<file path="src/rtl/step_run_pkg.sv">
// Shared definitions for the step/run front-end: debounce filter states and defaults.
// Latency: n/a (types and constants only).
// Backpressure: n/a.
package step_run_pkg;

   // Debounce filter states. WAIT_x means "seeing x, not yet accepted".
   typedef enum logic [1:0] {
      STABLE_LO = 2'd0,
      WAIT_HI   = 2'd1,
      STABLE_HI = 2'd2,
      WAIT_LO   = 2'd3
   } filt_state_t;

   // One million cycles of stability, i.e. a few ms at typical board clocks.
   localparam int DEBOUNCE_CYCLES_DEFAULT = 1000000;

endpackage

</file>
<file path="src/rtl/db_filter.sv">
// Two-flop synchroniser followed by a debounce FSM with a saturating stability counter.
// Latency: a clean raw edge reaches level after 2+DEBOUNCE_CYCLES rising edges.
// Backpressure: none; the input is sampled every cycle.
//
// Ports:
//   clk    system clock, rising edge
//   rst_n  asynchronous active-low reset
//   raw    raw input, asynchronous to clk
//   level  debounced, registered level
module db_filter
   import step_run_pkg::*;
#(
   parameter int DEBOUNCE_CYCLES = DEBOUNCE_CYCLES_DEFAULT
) (
   input  logic clk,
   input  logic rst_n,
   input  logic raw,
   output logic level
);

   localparam int CW = $clog2(DEBOUNCE_CYCLES + 1);
   localparam logic [CW-1:0] CNT_MAX = CW'(DEBOUNCE_CYCLES);
   // With a one-cycle requirement the first differing sample already qualifies.
   localparam bit ONE_SHOT = (DEBOUNCE_CYCLES == 1);

   logic            sync1;
   logic            sync2;
   filt_state_t     state;
   filt_state_t     state_nxt;
   logic [CW-1:0]   cnt;
   logic [CW-1:0]   cnt_nxt;
   logic [CW-1:0]   cnt_inc;
   logic            level_nxt;

   always_ff @(posedge clk or negedge rst_n) begin
      if (!rst_n) begin
         sync1 <= 1'b0;
         sync2 <= 1'b0;
      end else begin
         sync1 <= raw;
         sync2 <= sync1;
      end
   end

   // Saturating increment so the counter can never wrap back below the threshold.
   assign cnt_inc = (cnt == CNT_MAX) ? cnt : cnt + 1'b1;

   always_comb begin
      state_nxt = state;
      cnt_nxt   = cnt;
      level_nxt = level;
      case (state)
         STABLE_LO: begin
            if (sync2) begin
               if (ONE_SHOT) begin
                  state_nxt = STABLE_HI;
                  level_nxt = 1'b1;
               end else begin
                  state_nxt = WAIT_HI;
                  cnt_nxt   = CW'(1);
               end
            end
         end
         WAIT_HI: begin
            if (sync2) begin
               if (cnt_inc == CNT_MAX) begin
                  state_nxt = STABLE_HI;
                  level_nxt = 1'b1;
                  cnt_nxt   = '0;
               end else begin
                  cnt_nxt = cnt_inc;
               end
            end else begin
               state_nxt = STABLE_LO;
               cnt_nxt   = '0;
            end
         end
         STABLE_HI: begin
            if (!sync2) begin
               if (ONE_SHOT) begin
                  state_nxt = STABLE_LO;
                  level_nxt = 1'b0;
               end else begin
                  state_nxt = WAIT_LO;
                  cnt_nxt   = CW'(1);
               end
            end
         end
         WAIT_LO: begin
            if (!sync2) begin
               if (cnt_inc == CNT_MAX) begin
                  state_nxt = STABLE_LO;
                  level_nxt = 1'b0;
                  cnt_nxt   = '0;
               end else begin
                  cnt_nxt = cnt_inc;
               end
            end else begin
               state_nxt = STABLE_HI;
               cnt_nxt   = '0;
            end
         end
         default: begin
            state_nxt = STABLE_LO;
            cnt_nxt   = '0;
            level_nxt = 1'b0;
         end
      endcase
   end

   always_ff @(posedge clk or negedge rst_n) begin
      if (!rst_n) begin
         state <= STABLE_LO;
         cnt   <= '0;
         level <= 1'b0;
      end else begin
         state <= state_nxt;
         cnt   <= cnt_nxt;
         level <= level_nxt;
      end
   end

endmodule

</file>
<file path="src/rtl/step_run_ctrl.sv">
// Board-control front-end producing cont/run for the multicycle control FSM, plus step pulse/count.
// Latency: raw edge to cont/run is 2+DEBOUNCE_CYCLES edges; step_pulse one cycle after the filtered rise.
// Backpressure: none; inputs are free-running switch levels.
//
// Build option: define STEP_TOGGLE_EN to make run toggle once per press instead of
// following the debounced button level.
//
// Ports:
//   clk         system clock, rising edge
//   rst_n       asynchronous active-low reset
//   sw_cont     raw free-run switch
//   btn_step    raw step push-button, active-high
//   cont        debounced free-run level
//   run         step level; each change requests one instruction
//   step_pulse  one-cycle pulse per accepted press
//   step_count  accepted presses, wrapping
module step_run_ctrl
   import step_run_pkg::*;
#(
   parameter int DEBOUNCE_CYCLES = DEBOUNCE_CYCLES_DEFAULT,
   parameter int STEP_CNT_W      = 16
) (
   input  logic                  clk,
   input  logic                  rst_n,
   input  logic                  sw_cont,
   input  logic                  btn_step,
   output logic                  cont,
   output logic                  run,
   output logic                  step_pulse,
   output logic [STEP_CNT_W-1:0] step_count
);

   logic btn_lvl;
   logic btn_lvl_q;

   db_filter #(.DEBOUNCE_CYCLES(DEBOUNCE_CYCLES)) u_cont_filt (
      .clk   (clk),
      .rst_n (rst_n),
      .raw   (sw_cont),
      .level (cont)
   );

   db_filter #(.DEBOUNCE_CYCLES(DEBOUNCE_CYCLES)) u_step_filt (
      .clk   (clk),
      .rst_n (rst_n),
      .raw   (btn_step),
      .level (btn_lvl)
   );

   // Rising edge of the filtered button becomes a registered single-cycle pulse.
   always_ff @(posedge clk or negedge rst_n) begin
      if (!rst_n) begin
         btn_lvl_q  <= 1'b0;
         step_pulse <= 1'b0;
         step_count <= '0;
      end else begin
         btn_lvl_q  <= btn_lvl;
         step_pulse <= btn_lvl & ~btn_lvl_q;
         if (step_pulse) begin
            step_count <= step_count + 1'b1;
         end
      end
   end

`ifdef STEP_TOGGLE_EN
   logic run_q;

   // One full press/release cycle yields a single run transition.
   always_ff @(posedge clk or negedge rst_n) begin
      if (!rst_n) begin
         run_q <= 1'b0;
      end else if (step_pulse) begin
         run_q <= ~run_q;
      end
   end

   assign run = run_q;
`else
   assign run = btn_lvl;
`endif

endmodule

</file>
<file path="config.mk">
export PLATFORM = sky130hd
export DESIGN_NAME = step_run_ctrl
export DESIGN_NICKNAME = d
export VERILOG_FILES = /design/src/rtl/step_run_pkg.sv /design/src/rtl/db_filter.sv /design/src/rtl/step_run_ctrl.sv
export SDC_FILE = /design/constraint.sdc
export NUM_CORES = 1
export LEC_CHECK = 0
export CORE_ASPECT_RATIO = 1.75
export CORE_MARGIN = 5
export CORE_UTILIZATION = 60
export CTS_CLUSTER_DIAMETER = 50
export DETAILED_ROUTE_END_ITERATION = 7
export GPL_ROUTABILITY_DRIVEN = 0
export PLACE_DENSITY = 0.8
export SKIP_LAST_GASP = 1
export SLEW_MARGIN = 25
export SYNTH_ARGS = -nofsm -noshare
export SYNTH_HDL_FRONTEND = slang
export SYNTH_SLANG_ARGS = --single-unit
</file>
<file path="constraint.sdc">
create_clock -name clk -period 4.1 [get_ports clk]
set_clock_uncertainty 0.2 [all_clocks]
set_input_delay 1.025 -clock clk [delete_from_list [all_inputs] [get_ports clk]]
set_output_delay 1.025 -clock clk [all_outputs]
set_load 0.02 [all_outputs]
</file>
==> results.md, run 1 <==
| Group | Quantity | This run |
| --- | --- | --- |
| placement | Port bufs | 22 |
| global routing | Initial antenna violation count | 0 |
| logic synthesis | EDFF count, synth | 0 |
| setup path | List of cells traversed by the critical path | ha_1, nand3_1, nor4_1, xnor2_1, or4_4, nor4_4, or2_0, o21ai_0 |
| clocking | H-tree levels | 3 |
| power | Final total power | 1.62 mW |
| logic synthesis | Top cell type by total area after synthesis | sky130_fd_sc_hd__dfrtp_1 |
| route | Routed wirelength normalized by instance count | 18.8 microns |
| logic synthesis | Number of warning messages in the yosys log | 0 |
| floorplanning | Die area | 0.00919 sq mm |
| power | Sw power | 0.382 mW |
| power | Static Leakage | 2.03 nW |
| timing | Final sum of negative setup slack | 0 ns |
| floorplanning | Initial Util | 61.1% |
| logic synthesis | Count of state elements after synthesis | 68 |
| floorplanning | Total number of placement rows | 41 |
| route | Via count | 4054 |
| clocking | Reg clk slew, reported paths | 0.05 ns |
| timing | Final worst path period need | 3.51 ns |
| placement | Detailed-placement wirelength estimate | 8100 microns |
| min path | Hold path start | u_cont_filt.sync1 |
| clocking | TritonCTS Sinks | 68 |
| placement | DP Cell Count | 590 |
| placement | Post-DP Area | 0.00463 sq mm |
| floorplanning | Die height | 123 microns |
| timing | Worst Tran Pin Value | 0.981 ns |
| cells and area | Area added between synthesis and finish | 12.8% |
| setup path | Critical setup path kind | register to register |
| timing | Worst max-slew margin expressed relative to the limit | 34.3% |
| route | Number of violations reported at the end of detailed-routing iteration 0 | 388 |
| logic synthesis | Cell Area, Synth | 0.00439 sq mm |
| min path | Hold Crit Class | register to register |
| clocking | Total CTS buffers | 9 |
| clocking | Count of hold buffers inserted by post-cts repair | 0 |
| outcome | Result of the run | complete, no violations |
| setup path | Critical path peak fanout | 10 |
| clocking | Maximum clock insertion buffer count | 2 |
| setup path | Gate family responsible for the most delay along the worst path | simple AND/OR/NAND/NOR gates |
| timing | Final hold violations | 0 |
| timing | RSZ-0062 raised after global routing | no |
| power | Switching power as a share of total power | 23.5% |
| timing | Fmax | 285 MHz |
| timing | Setup Viol. Count Final | 0 |
| power | Internal power | 1.24 mW |
| setup path | Critical Path Source | u_step_filt.cnt[0] |
| run | Number of max-capacitance violations reported | 0 |
| logic synthesis | Distinct cell type count of the synthesized netlist | 64 |
| cells and area | Registers with the highest flip-flop counts | u_cont_filt.cnt (20), u_step_filt.cnt (20), step_count (16) |
| route | Post-detailed-route DRC marker count | 0 |
| power | Portion of total power attributed to the clock network | 52.0% |
| setup path | Data arrival time of the worst path | 3.51 ns |
| global routing | Vias in the first global route | 4082 |
| floorplanning | Die boundary width | 74.6 microns |
| power | Pwr Density | 328 mW/mm^2 |
| global routing | Pin count of the biggest net entering global routing | 35 |
| logic synthesis | Average cell area after synthesis | 8.69 sq um |
| power | Share of total power in sequential cells | 43.0% |
| route | Total wire length after detailed routing | 11400 microns |
| cells and area | Net count reported at finish | 526 |
| route | First-pass DRT Iterations | 5 |
| setup path | CP max stage delay | 0.49 ns |
| cells and area | Share of final-layout standard cells stronger than drive strength 1 | 8.46% |
| route | Average via count per standard cell | 6.69 |
| setup path | Data required time at the worst endpoint | 4.10 ns |
| clocking | Buffer type at the clock tree root | sky130_fd_sc_hd__clkbuf_16 |
| cells and area | Final instance area | 0.00495 sq mm |
| setup path | Worst path slowest cell | sky130_fd_sc_hd__dfrtp_1 |
| clocking | Post_cts resized | 0 |
| clocking | CTS tree | done |
| setup path | Buf/Inv on CP | 0 |
| clocking | Setup repair bufs after CTS | 0 |
| route | Post-DRT Antenna Nets | 0 |
| logic synthesis | Primary flip-flop cell chosen by synthesis mapping | sky130_fd_sc_hd__dfrtp_1 |
| cells and area | # diodes | 0 |
| global routing | GR Util All Layers | 27.4% |
| global routing | First-pass GRT wire length | 19300 microns |
| timing | Max-slew violation total from the final report | 0 |
| logic synthesis | Mapped Cells | 505 |
| setup path | Kind of launch point of the worst setup path | register |
| global routing | Global-route congestion overflow total | 0 |
| logic synthesis | Area fraction of the dominant cell type after synthesis | 38.8% |
| cells and area | Non-filler cells, final | 606 |
| logic synthesis | Post-Syn Nets | 516 |
| floorplanning | Core Box Area | 0.00718 sq mm |
| power | Maximum vdd drop | 0.277 mV |
| logic synthesis | Sequential share of the synthesized area | 38.8% |
| clocking | Insertion delay of the later-clocked pin in the worst-skew pair | 0.34 ns |
| setup path | Kind of end point of the critical path | register |
| timing | Share of the clock period used by the worst path after layout | 85.6% |
| power | Combinational share of power | 5.0% |
| setup path | Critical R2R Launch | u_step_filt.cnt[0] |
| floorplanning | Ports | 23 |
| logic synthesis | Async S/R FF share, synth | 100% |
| logic synthesis | Area contributors post-synth | sky130_fd_sc_hd__dfrtp_1 39%, sky130_fd_sc_hd__nand2_1 5.1%, sky130_fd_sc_hd__xnor2_1 4.4%, sky130_fd_sc_hd__nand3_1 3.8%, sky130_fd_sc_hd__o21ai_0 3.8% |
[worst paths after layout]
kind,to,slack [ns],cells past startpoint
max reg2reg,u_step_filt.cnt[19],0.59,8
max,u_step_filt.cnt[19],0.59,8
min,u_cont_filt.sync2,0.15,0
min reg2reg,u_cont_filt.sync2,0.15,0
min in group asynchronous,step_count[13],0.52,2
max in group asynchronous,u_step_filt.cnt[18],2.84,2
[Yosys cell counts (8+ instances only)]
cell,count
sky130_fd_sc_hd__dfrtp_1,68
sky130_fd_sc_hd__nand2_1,60
sky130_fd_sc_hd__nand3_1,33
sky130_fd_sc_hd__o21ai_0,33
sky130_fd_sc_hd__nor2_1,29
sky130_fd_sc_hd__xnor2_1,22
sky130_fd_sc_hd__nand4_1,21
sky130_fd_sc_hd__and3_1,19
sky130_fd_sc_hd__clkbuf_1,16
sky130_fd_sc_hd__a21oi_1,15
sky130_fd_sc_hd__xor2_1,15
sky130_fd_sc_hd__inv_1,13
sky130_fd_sc_hd__nor3_1,12
sky130_fd_sc_hd__buf_2,9
sky130_fd_sc_hd__o31ai_1,8
[per-stage QoR]
stage,hold WS (ns),worst slack [ns],util [%]
2_1_floorplan,0.131,1.14,-
6_report,0.149,0.589,68.9
4_1_cts,0.155,0.700,68.9
3_3_place_gp,0.134,0.831,64.4
5_1_grt,0.168,0.381,68.9
3_5_place_dp,0.143,0.731,64.4
[metal layers]
layer / routed length (microns) / part of all wire, % / track usage (%) / vias up
li1: - / - / - / 1881
met1: 4130 / 36 / 30.0 / 1943
met2: 6010 / 53 / 46.6 / 171
met3: 589 / 5.2 / 5.53 / 59
met4: 669 / 5.9 / 17.7 / 0
met5: 0 / 0 / 0 / -
[power by group through the flow]
stage	clock network, mW	registers [mW]	logic (mW)
6_report	0.843	0.697	0.0817
5_1_grt	0.888	0.698	0.0933
4_1_cts	0.853	0.696	0.0819
3_5_place_dp	0	0.708	0.0807
3_3_place_gp	0	0.707	0.0788
2_1_floorplan	0	0.702	0.0508
[area by class of cell]
cell class	count	area [sq um]
repair buffers	26	245
fillers	567	2230
flip-flops and latches	68	1700
inverters	13	48.8
well taps	86	108
clock buffers	9	225
multi-input cells	397	2520
clock inverters	7	98.8
[logic make-up after synthesis]
kind of cell	count (synthesis)	share of synthesized area [%]
flip-flops	68	38.8
buffers and inverters	40	3.77
AND/OR/NAND/NOR	248	31.6
XOR/XNOR	37	7.39
multiplexers	6	1.51
AO/OA/AOI/OAI	99	14.9
adder cells (fa/ha/maj)	7	2.00
[cells in the final DEF (no fill, tap or decap), types with 6 or more instances in the layout]
cell / instances
sky130_fd_sc_hd__nand4_1: 21
sky130_fd_sc_hd__xnor2_1: 22
sky130_fd_sc_hd__o21ai_0: 33
sky130_fd_sc_hd__and3_1: 19
sky130_fd_sc_hd__o31ai_1: 8
sky130_fd_sc_hd__ha_1: 7
sky130_fd_sc_hd__xor2_1: 15
sky130_fd_sc_hd__a21oi_1: 15
sky130_fd_sc_hd__nand2_1: 60
sky130_fd_sc_hd__nor3_1: 12
sky130_fd_sc_hd__dfrtp_1: 68
sky130_fd_sc_hd__clkdlybuf4s50_1: 21
sky130_fd_sc_hd__inv_1: 13
sky130_fd_sc_hd__nor2_1: 28
sky130_fd_sc_hd__a211oi_1: 6
sky130_fd_sc_hd__clkbuf_16: 9
sky130_fd_sc_hd__or3_1: 7
sky130_fd_sc_hd__and2_1: 6
sky130_fd_sc_hd__nor4_1: 7
sky130_fd_sc_hd__or4_1: 7
sky130_fd_sc_hd__nand3_1: 33
sky130_fd_sc_hd__or2_2: 7
Power figures use the tool's default switching activity.
==> run 2, diff against run 1 <==
--- a/config.mk
+++ b/config.mk
@@ -7,12 +7,10 @@
 export LEC_CHECK = 0
 export CORE_ASPECT_RATIO = 1.75
 export CORE_MARGIN = 5
-export CORE_UTILIZATION = 60
+export CORE_UTILIZATION = 40
 export CTS_CLUSTER_DIAMETER = 50
 export DETAILED_ROUTE_END_ITERATION = 7
 export GPL_ROUTABILITY_DRIVEN = 0
-export PLACE_DENSITY = 0.8
-export SKIP_LAST_GASP = 1
 export SLEW_MARGIN = 25
 export SYNTH_ARGS = -nofsm -noshare
 export SYNTH_HDL_FRONTEND = slang
==> results.md, run 2 (synthesis results as in run 1) <==
| Group | Quantity | This run |
| --- | --- | --- |
| cells and area | Leading cell type in the layout, fill and taps excluded | sky130_fd_sc_hd__dfrtp_1 |
| setup path | Data arrival time of the worst path | 3.40 ns |
| setup path | Critical Path Source | u_cont_filt.cnt[1] |
| global routing | Initial antenna violation count | 0 |
| clocking | Insertion delay of the later-clocked pin in the worst-skew pair | 0.33 ns |
| setup path | Kind of launch point of the worst setup path | register |
| setup path | Worst setup path end | u_cont_filt.level |
| clocking | Maximum clock insertion buffer count | 2 |
| floorplanning | Ports | 23 |
| cells and area | Multi-input combinational cell area | 0.00252 sq mm |
| floorplanning | Core Box Area | 0.0107 sq mm |
| clocking | Reg clk slew, reported paths | 0.05 ns |
| route | Number of violations reported at the end of detailed-routing iteration 0 | 162 |
| route | Total wire length after detailed routing | 11800 microns |
| timing | Final sum of negative setup slack | 0 ns |
| setup path | Critical setup path kind | register to register |
| setup path | Kind of end point of the critical path | register |
| clocking | Count of hold buffers inserted by post-cts repair | 0 |
| setup path | FF-to-FF path depth | 8 |
| global routing | GR Util All Layers | 19.0% |
| clocking | Post_cts resized | 0 |
| cells and area | Combined flip-flop and latch cell area | 0.00170 sq mm |
| floorplanning | Initial Util | 41.0% |
| timing | Max-slew violation total from the final report | 0 |
| cells and area | Filler cell count | 1004 |
| outcome | Result of the run | complete, no violations |
| cells and area | Commonest non-fill, non-tap cells in the layout | 68 x sky130_fd_sc_hd__dfrtp_1, 60 x sky130_fd_sc_hd__nand2_1, 33 x sky130_fd_sc_hd__nand3_1, 33 x sky130_fd_sc_hd__o21ai_0, 29 x sky130_fd_sc_hd__nor2_1 |
| clocking | Buffer type at the clock tree root | sky130_fd_sc_hd__clkbuf_16 |
| timing | Fmax | 293 MHz |
| route | Via count | 3961 |
| route | Average via count per standard cell | 6.07 |
| timing | Setup Viol. Count Final | 0 |
| floorplanning | Die boundary width | 89.2 microns |
| timing | RSZ-0062 raised after global routing | no |
| floorplanning | Total number of placement rows | 50 |
| power | Pwr Density | 303 mW/mm^2 |
| min path | Hold Crit Class | register to register |
| clocking | TritonCTS Sinks | 68 |
| timing | Final worst path period need | 3.41 ns |
| route | First-pass DRT Iterations | 6 |
| timing | Share of the clock period used by the worst path after layout | 83.3% |
| placement | DP Cell Count | 637 |
| timing | Worst max-slew margin expressed relative to the limit | 45.8% |
| setup path | Data required time at the worst endpoint | 4.08 ns |
| timing | PnR worst setup slack | 0.686 ns |
| global routing | Vias in the first global route | 3963 |
| cells and area | Area added between synthesis and finish | 13.8% |
| cells and area | Share of final-layout standard cells stronger than drive strength 1 | 8.60% |
| placement | Pre-CTS setup slack | 0.685 ns |
| clocking | H-tree levels | 3 |
| cells and area | Registers with the highest flip-flop counts | u_cont_filt.cnt (20), u_step_filt.cnt (20), step_count (16) |
| placement | Detailed-placement wirelength estimate | 8630 microns |
| setup path | Critical path peak fanout | 9 |
| route | Routed wirelength normalized by instance count | 18.1 microns |
| floorplanning | Die area | 0.0132 sq mm |
| global routing | Global-route congestion overflow total | 0 |
| setup path | Critical R2R Launch | u_cont_filt.cnt[1] |
| route | Post-DRT Antenna Nets | 0 |
| clocking | Setup repair bufs after CTS | 0 |
| timing | Worst Tran Pin Value | 0.805 ns |
| setup path | Worst reg2reg endpoint | u_cont_filt.level |
| global routing | Pin count of the biggest net entering global routing | 37 |
| setup path | Internal reg-to-reg setup slack | 0.69 ns |
| power | Static Leakage | 2.03 nW |
| floorplanning | Die height | 149 microns |
| timing | Final hold violations | 0 |
| power | Maximum vdd drop | 0.234 mV |
| cells and area | Net count reported at finish | 529 |
| run | Number of max-capacitance violations reported | 0 |
| placement | Port bufs | 22 |
| clocking | CTS tree | done |
| cells and area | Non-filler cells, final | 653 |
| global routing | First-pass GRT wire length | 19400 microns |
| cells and area | # diodes | 0 |
| clocking | Total CTS buffers | 9 |
| route | Post-detailed-route DRC marker count | 0 |
run 2: layout make-up:
class / count / share of cell area, %
clock buffers: 11 / 4.86
clock inverters: 5 / 0.727
inverters: 13 / 0.977
multi-input cells: 397 / 50.5
flip-flops and latches: 68 / 34.1
well taps: 130 / 3.26
repair buffers: 29 / 5.61
run 2: layer usage:
| layer | vias to the layer above | routed length [microns] | track usage [%] |
|---|---|---|---|
| met5 | - | 0 | 0 |
| met4 | 0 | 655 | 11.3 |
| met3 | 48 | 509 | 3.94 |
| met2 | 130 | 6440 | 33.8 |
| met1 | 1909 | 4230 | 19.6 |
| li1 | 1874 | - | - |
run 2: critical path, cell delays in order (launching register included):
cell and delay (ns):
sky130_fd_sc_hd__dfrtp_1 0.47, sky130_fd_sc_hd__ha_1 0.24, sky130_fd_sc_hd__nand3_2 0.14, sky130_fd_sc_hd__or4_4 0.59, sky130_fd_sc_hd__or3_1 0.39, sky130_fd_sc_hd__a221oi_2 0.47, sky130_fd_sc_hd__nand2_2 0.17, sky130_fd_sc_hd__o41ai_1 0.44
sky130_fd_sc_hd__o311ai_1 0.17
run 2: worst min-delay path by stage:
stage / slack [ns] / from / endpoint / cells after the start
after CTS: 0.15 / u_cont_filt.sync1 / u_cont_filt.sync2 / 0
after detailed placement: 0.14 / u_cont_filt.sync1 / u_cont_filt.sync2 / 0
final: 0.15 / u_cont_filt.sync1 / u_cont_filt.sync2 / 0
after global placement: 0.14 / u_cont_filt.sync1 / u_cont_filt.sync2 / 0
after floorplan: 0.13 / u_cont_filt.sync1 / u_cont_filt.sync2 / 0
after global routing: 0.16 / u_cont_filt.sync1 / u_cont_filt.sync2 / 0
run 2: stage by stage:
stage / instance area, sq um / power [mW] / hold WS (ns) / util, %
2_1_floorplan: 4390 / 0.753 / 0.131 / -
3_3_place_gp: 4710 / 0.795 / 0.136 / 44.1
3_5_place_dp: 4710 / 0.796 / 0.137 / 44.1
4_1_cts: 4990 / 1.53 / 0.149 / 46.7
5_1_grt: 4990 / 1.57 / 0.156 / 46.7
6_report: 4990 / 1.51 / 0.146 / 46.7
run 2: where the power goes:
group	internal [mW]	total [mW]	switching [mW]
combinational	0.0270	0.0858	0.0588
sequential	0.679	0.697	0.0173
clock	0.427	0.728	0.301
total	1.13	1.51	0.378
==> run 3, diff against run 2 <==
==> constraint.sdc (replaced) <==
create_clock -name clk -period 2.9 [get_ports clk]
set_clock_uncertainty 0.2 [all_clocks]
set_input_delay 0.725 -clock clk [delete_from_list [all_inputs] [get_ports clk]]
set_output_delay 0.725 -clock clk [all_outputs]
set_load 0.02 [all_outputs]
==> results.md, run 3 (synthesis results as in run 1) <==
| Group | Quantity | This run |
| --- | --- | --- |
| floorplanning | Ports | 23 |
| timing | Final worst path period need | 3.01 ns |
| setup path | FF-to-FF path depth | 10 |
| clocking | Total CTS buffers | 9 |
| placement | Pre-CTS setup slack | -0.200 ns |
| global routing | Vias in the first global route | 4615 |
| min path | Hold Crit Class | register to register |
| setup path | Internal reg-to-reg setup slack | -0.11 ns |
| timing | Final hold violations | 0 |
| min path | Hold path start | u_cont_filt.sync1 |
| route | Total wire length after detailed routing | 13500 microns |
| setup path | Critical path peak fanout | 4 |
| cells and area | Registers with the highest flip-flop counts | u_cont_filt.cnt (20), u_step_filt.cnt (20), step_count (16) |
| placement | Port bufs | 22 |
| clocking | CTS tree | done |
| setup path | Kind of end point of the critical path | register |
| cells and area | Non-filler cells, final | 741 |
| setup path | Buf/Inv on CP | 2 |
| clocking | Insertion delay of the later-clocked pin in the worst-skew pair | 0.33 ns |
| setup path | Critical R2R Launch | u_cont_filt.cnt[0] |
| cells and area | Net count reported at finish | 617 |
| timing | Share of the clock period used by the worst path after layout | 104% |
| global routing | Global-route congestion overflow total | 0 |
| timing | Worst max-slew margin expressed relative to the limit | 57.0% |
| timing | Final sum of negative setup slack | -0.578 ns |
| cells and area | Share of final-layout standard cells stronger than drive strength 1 | 27.2% |
| setup path | Worst reg2reg endpoint | u_cont_filt.cnt[6] |
| cells and area | Final instance area | 0.00591 sq mm |
| floorplanning | Die boundary width | 89.2 microns |
| route | Via count | 4456 |
| cells and area | Share of the core filled with cells in the final layout | 55.2% |
| outcome | Result of the run | complete, but fails checks |
| route | Routed wirelength normalized by instance count | 18.2 microns |
| route | First-pass DRT Iterations | 5 |
| cells and area | Commonest non-fill, non-tap cells in the layout | 90 x sky130_fd_sc_hd__buf_4, 65 x sky130_fd_sc_hd__dfrtp_1, 59 x sky130_fd_sc_hd__nand2_1 |
| cells and area | # diodes | 0 |
| timing | Setup Viol. Count Final | 10 |
| floorplanning | Core Box Area | 0.0107 sq mm |
| route | Post-detailed-route DRC marker count | 0 |
| route | Post-DRT Antenna Nets | 0 |
| placement | Post-DP Area | 0.00530 sq mm |
| global routing | GR Util All Layers | 21.4% |
| clocking | Maximum clock insertion buffer count | 2 |
| cells and area | Filler cell count | 969 |
| floorplanning | Total number of placement rows | 50 |
| global routing | Initial antenna violation count | 0 |
| setup path | List of cells traversed by the critical path | ha_2, nand3_2, or4_4, or4_4, buf_6, a22oi_2, nand4_1, buf_6, a221oi_2, o31ai_1 |
| min path | Terminating pin of the worst hold path | u_cont_filt.sync2 |
| clocking | TritonCTS Sinks | 68 |
| setup path | Kind of launch point of the worst setup path | register |
| cells and area | Multi-input combinational cell area | 0.00272 sq mm |
| power | Maximum vdd drop | 0.319 mV |
| placement | DP Cell Count | 714 |
| timing | Fmax | 332 MHz |
| setup path | Critical setup path kind | register to register |
| floorplanning | Die area | 0.0132 sq mm |
| setup path | Data arrival time of the worst path | 3.02 ns |
| run | Number of max-capacitance violations reported | 0 |
| cells and area | Leading cell type in the layout, fill and taps excluded | sky130_fd_sc_hd__buf_4 |
| outcome | Failing checks | setup timing |
| cells and area | Area added between synthesis and finish | 34.6% |
| clocking | H-tree levels | 3 |
| setup path | Data required time at the worst endpoint | 2.91 ns |
| min path | Cell depth of the worst hold path | 0 |
| clocking | Buffer type at the clock tree root | sky130_fd_sc_hd__clkbuf_16 |
| timing | PnR worst setup slack | -0.114 ns |
| power | Final total power | 2.33 mW |
| global routing | First-pass GRT wire length | 21900 microns |
| clocking | Reg clk slew, reported paths | 0.06 ns |
| timing | Worst Tran Pin Value | 0.644 ns |
| floorplanning | Die height | 149 microns |
| power | Pwr Density | 394 mW/mm^2 |
| timing | Hold_ws | 0.149 ns |
| power | Static Leakage | 2.55 nW |
| placement | Detailed-placement wirelength estimate | 10000 microns |
| setup path | Gate family responsible for the most delay along the worst path | simple AND/OR/NAND/NOR gates |
| setup path | Worst path slowest cell | sky130_fd_sc_hd__or4_4 |
| timing | RSZ-0062 raised after global routing | yes |
| route | Average via count per standard cell | 6.01 |
| timing | Max-slew violation total from the final report | 0 |
| floorplanning | Initial Util | 41.0% |
| setup path | CP max stage delay | 0.57 ns |
| cells and area | Combined flip-flop and latch cell area | 0.00171 sq mm |
| global routing | Pin count of the biggest net entering global routing | 36 |
| route | Number of violations reported at the end of detailed-routing iteration 0 | 194 |
-- run 3: cell type report --
type | count | share of cell area, %
clock buffer | 10 | 3.88
clock inverter | 6 | 1.50
inverter | 13 | 0.826
multi-input combinational | 397 | 46.1
sequential | 68 | 28.9
tap | 130 | 2.75
timing repair buffer | 117 | 16.0
-- run 3: power breakdown --
| group | switching [mW] | internal [mW] |
|---|---|---|
| logic | 0.105 | 0.0694 |
| clock network | 0.422 | 0.753 |
| registers | 0.0174 | 0.961 |
-- run 3: worst max-delay path by stage --
stage | slack (ns) | endpoint | cells after the start | startpoint
6_report | -0.11 | u_cont_filt.cnt[6] | 10 | u_cont_filt.cnt[0]
5_1_grt | -0.22 | u_cont_filt.level | 8 | u_cont_filt.cnt[0]
4_1_cts | -0.1 | u_cont_filt.level | 9 | u_cont_filt.cnt[0]
3_5_place_dp | -0.20 | register | 9 | u_cont_filt.cnt[0]
3_3_place_gp | -0.11 | register | 9 | u_cont_filt.cnt[0]
2_1_floorplan | -0.02 | u_cont_filt.level | 8 | u_cont_filt.cnt[0]
-- run 3: repair_timing --
action | 4_1_cts | 5_1_grt
pin swaps | 17 | 7
endpoints found under the setup margin | 20 | 28
setup buffers | 8 | 3
gates cloned | 0 | 0
hold buffers | 0 | 0
resized for setup | 30 | 12
-- run 3: layer usage --
metal | global-route usage (%) | up-vias | part of all wire (%)
li1 | - | 2058 | -
met1 | 20.7 | 2160 | 35
met2 | 38.3 | 161 | 54
met3 | 4.21 | 77 | 3.8
met4 | 15.8 | 0 | 7.5
met5 | 0 | - | 0
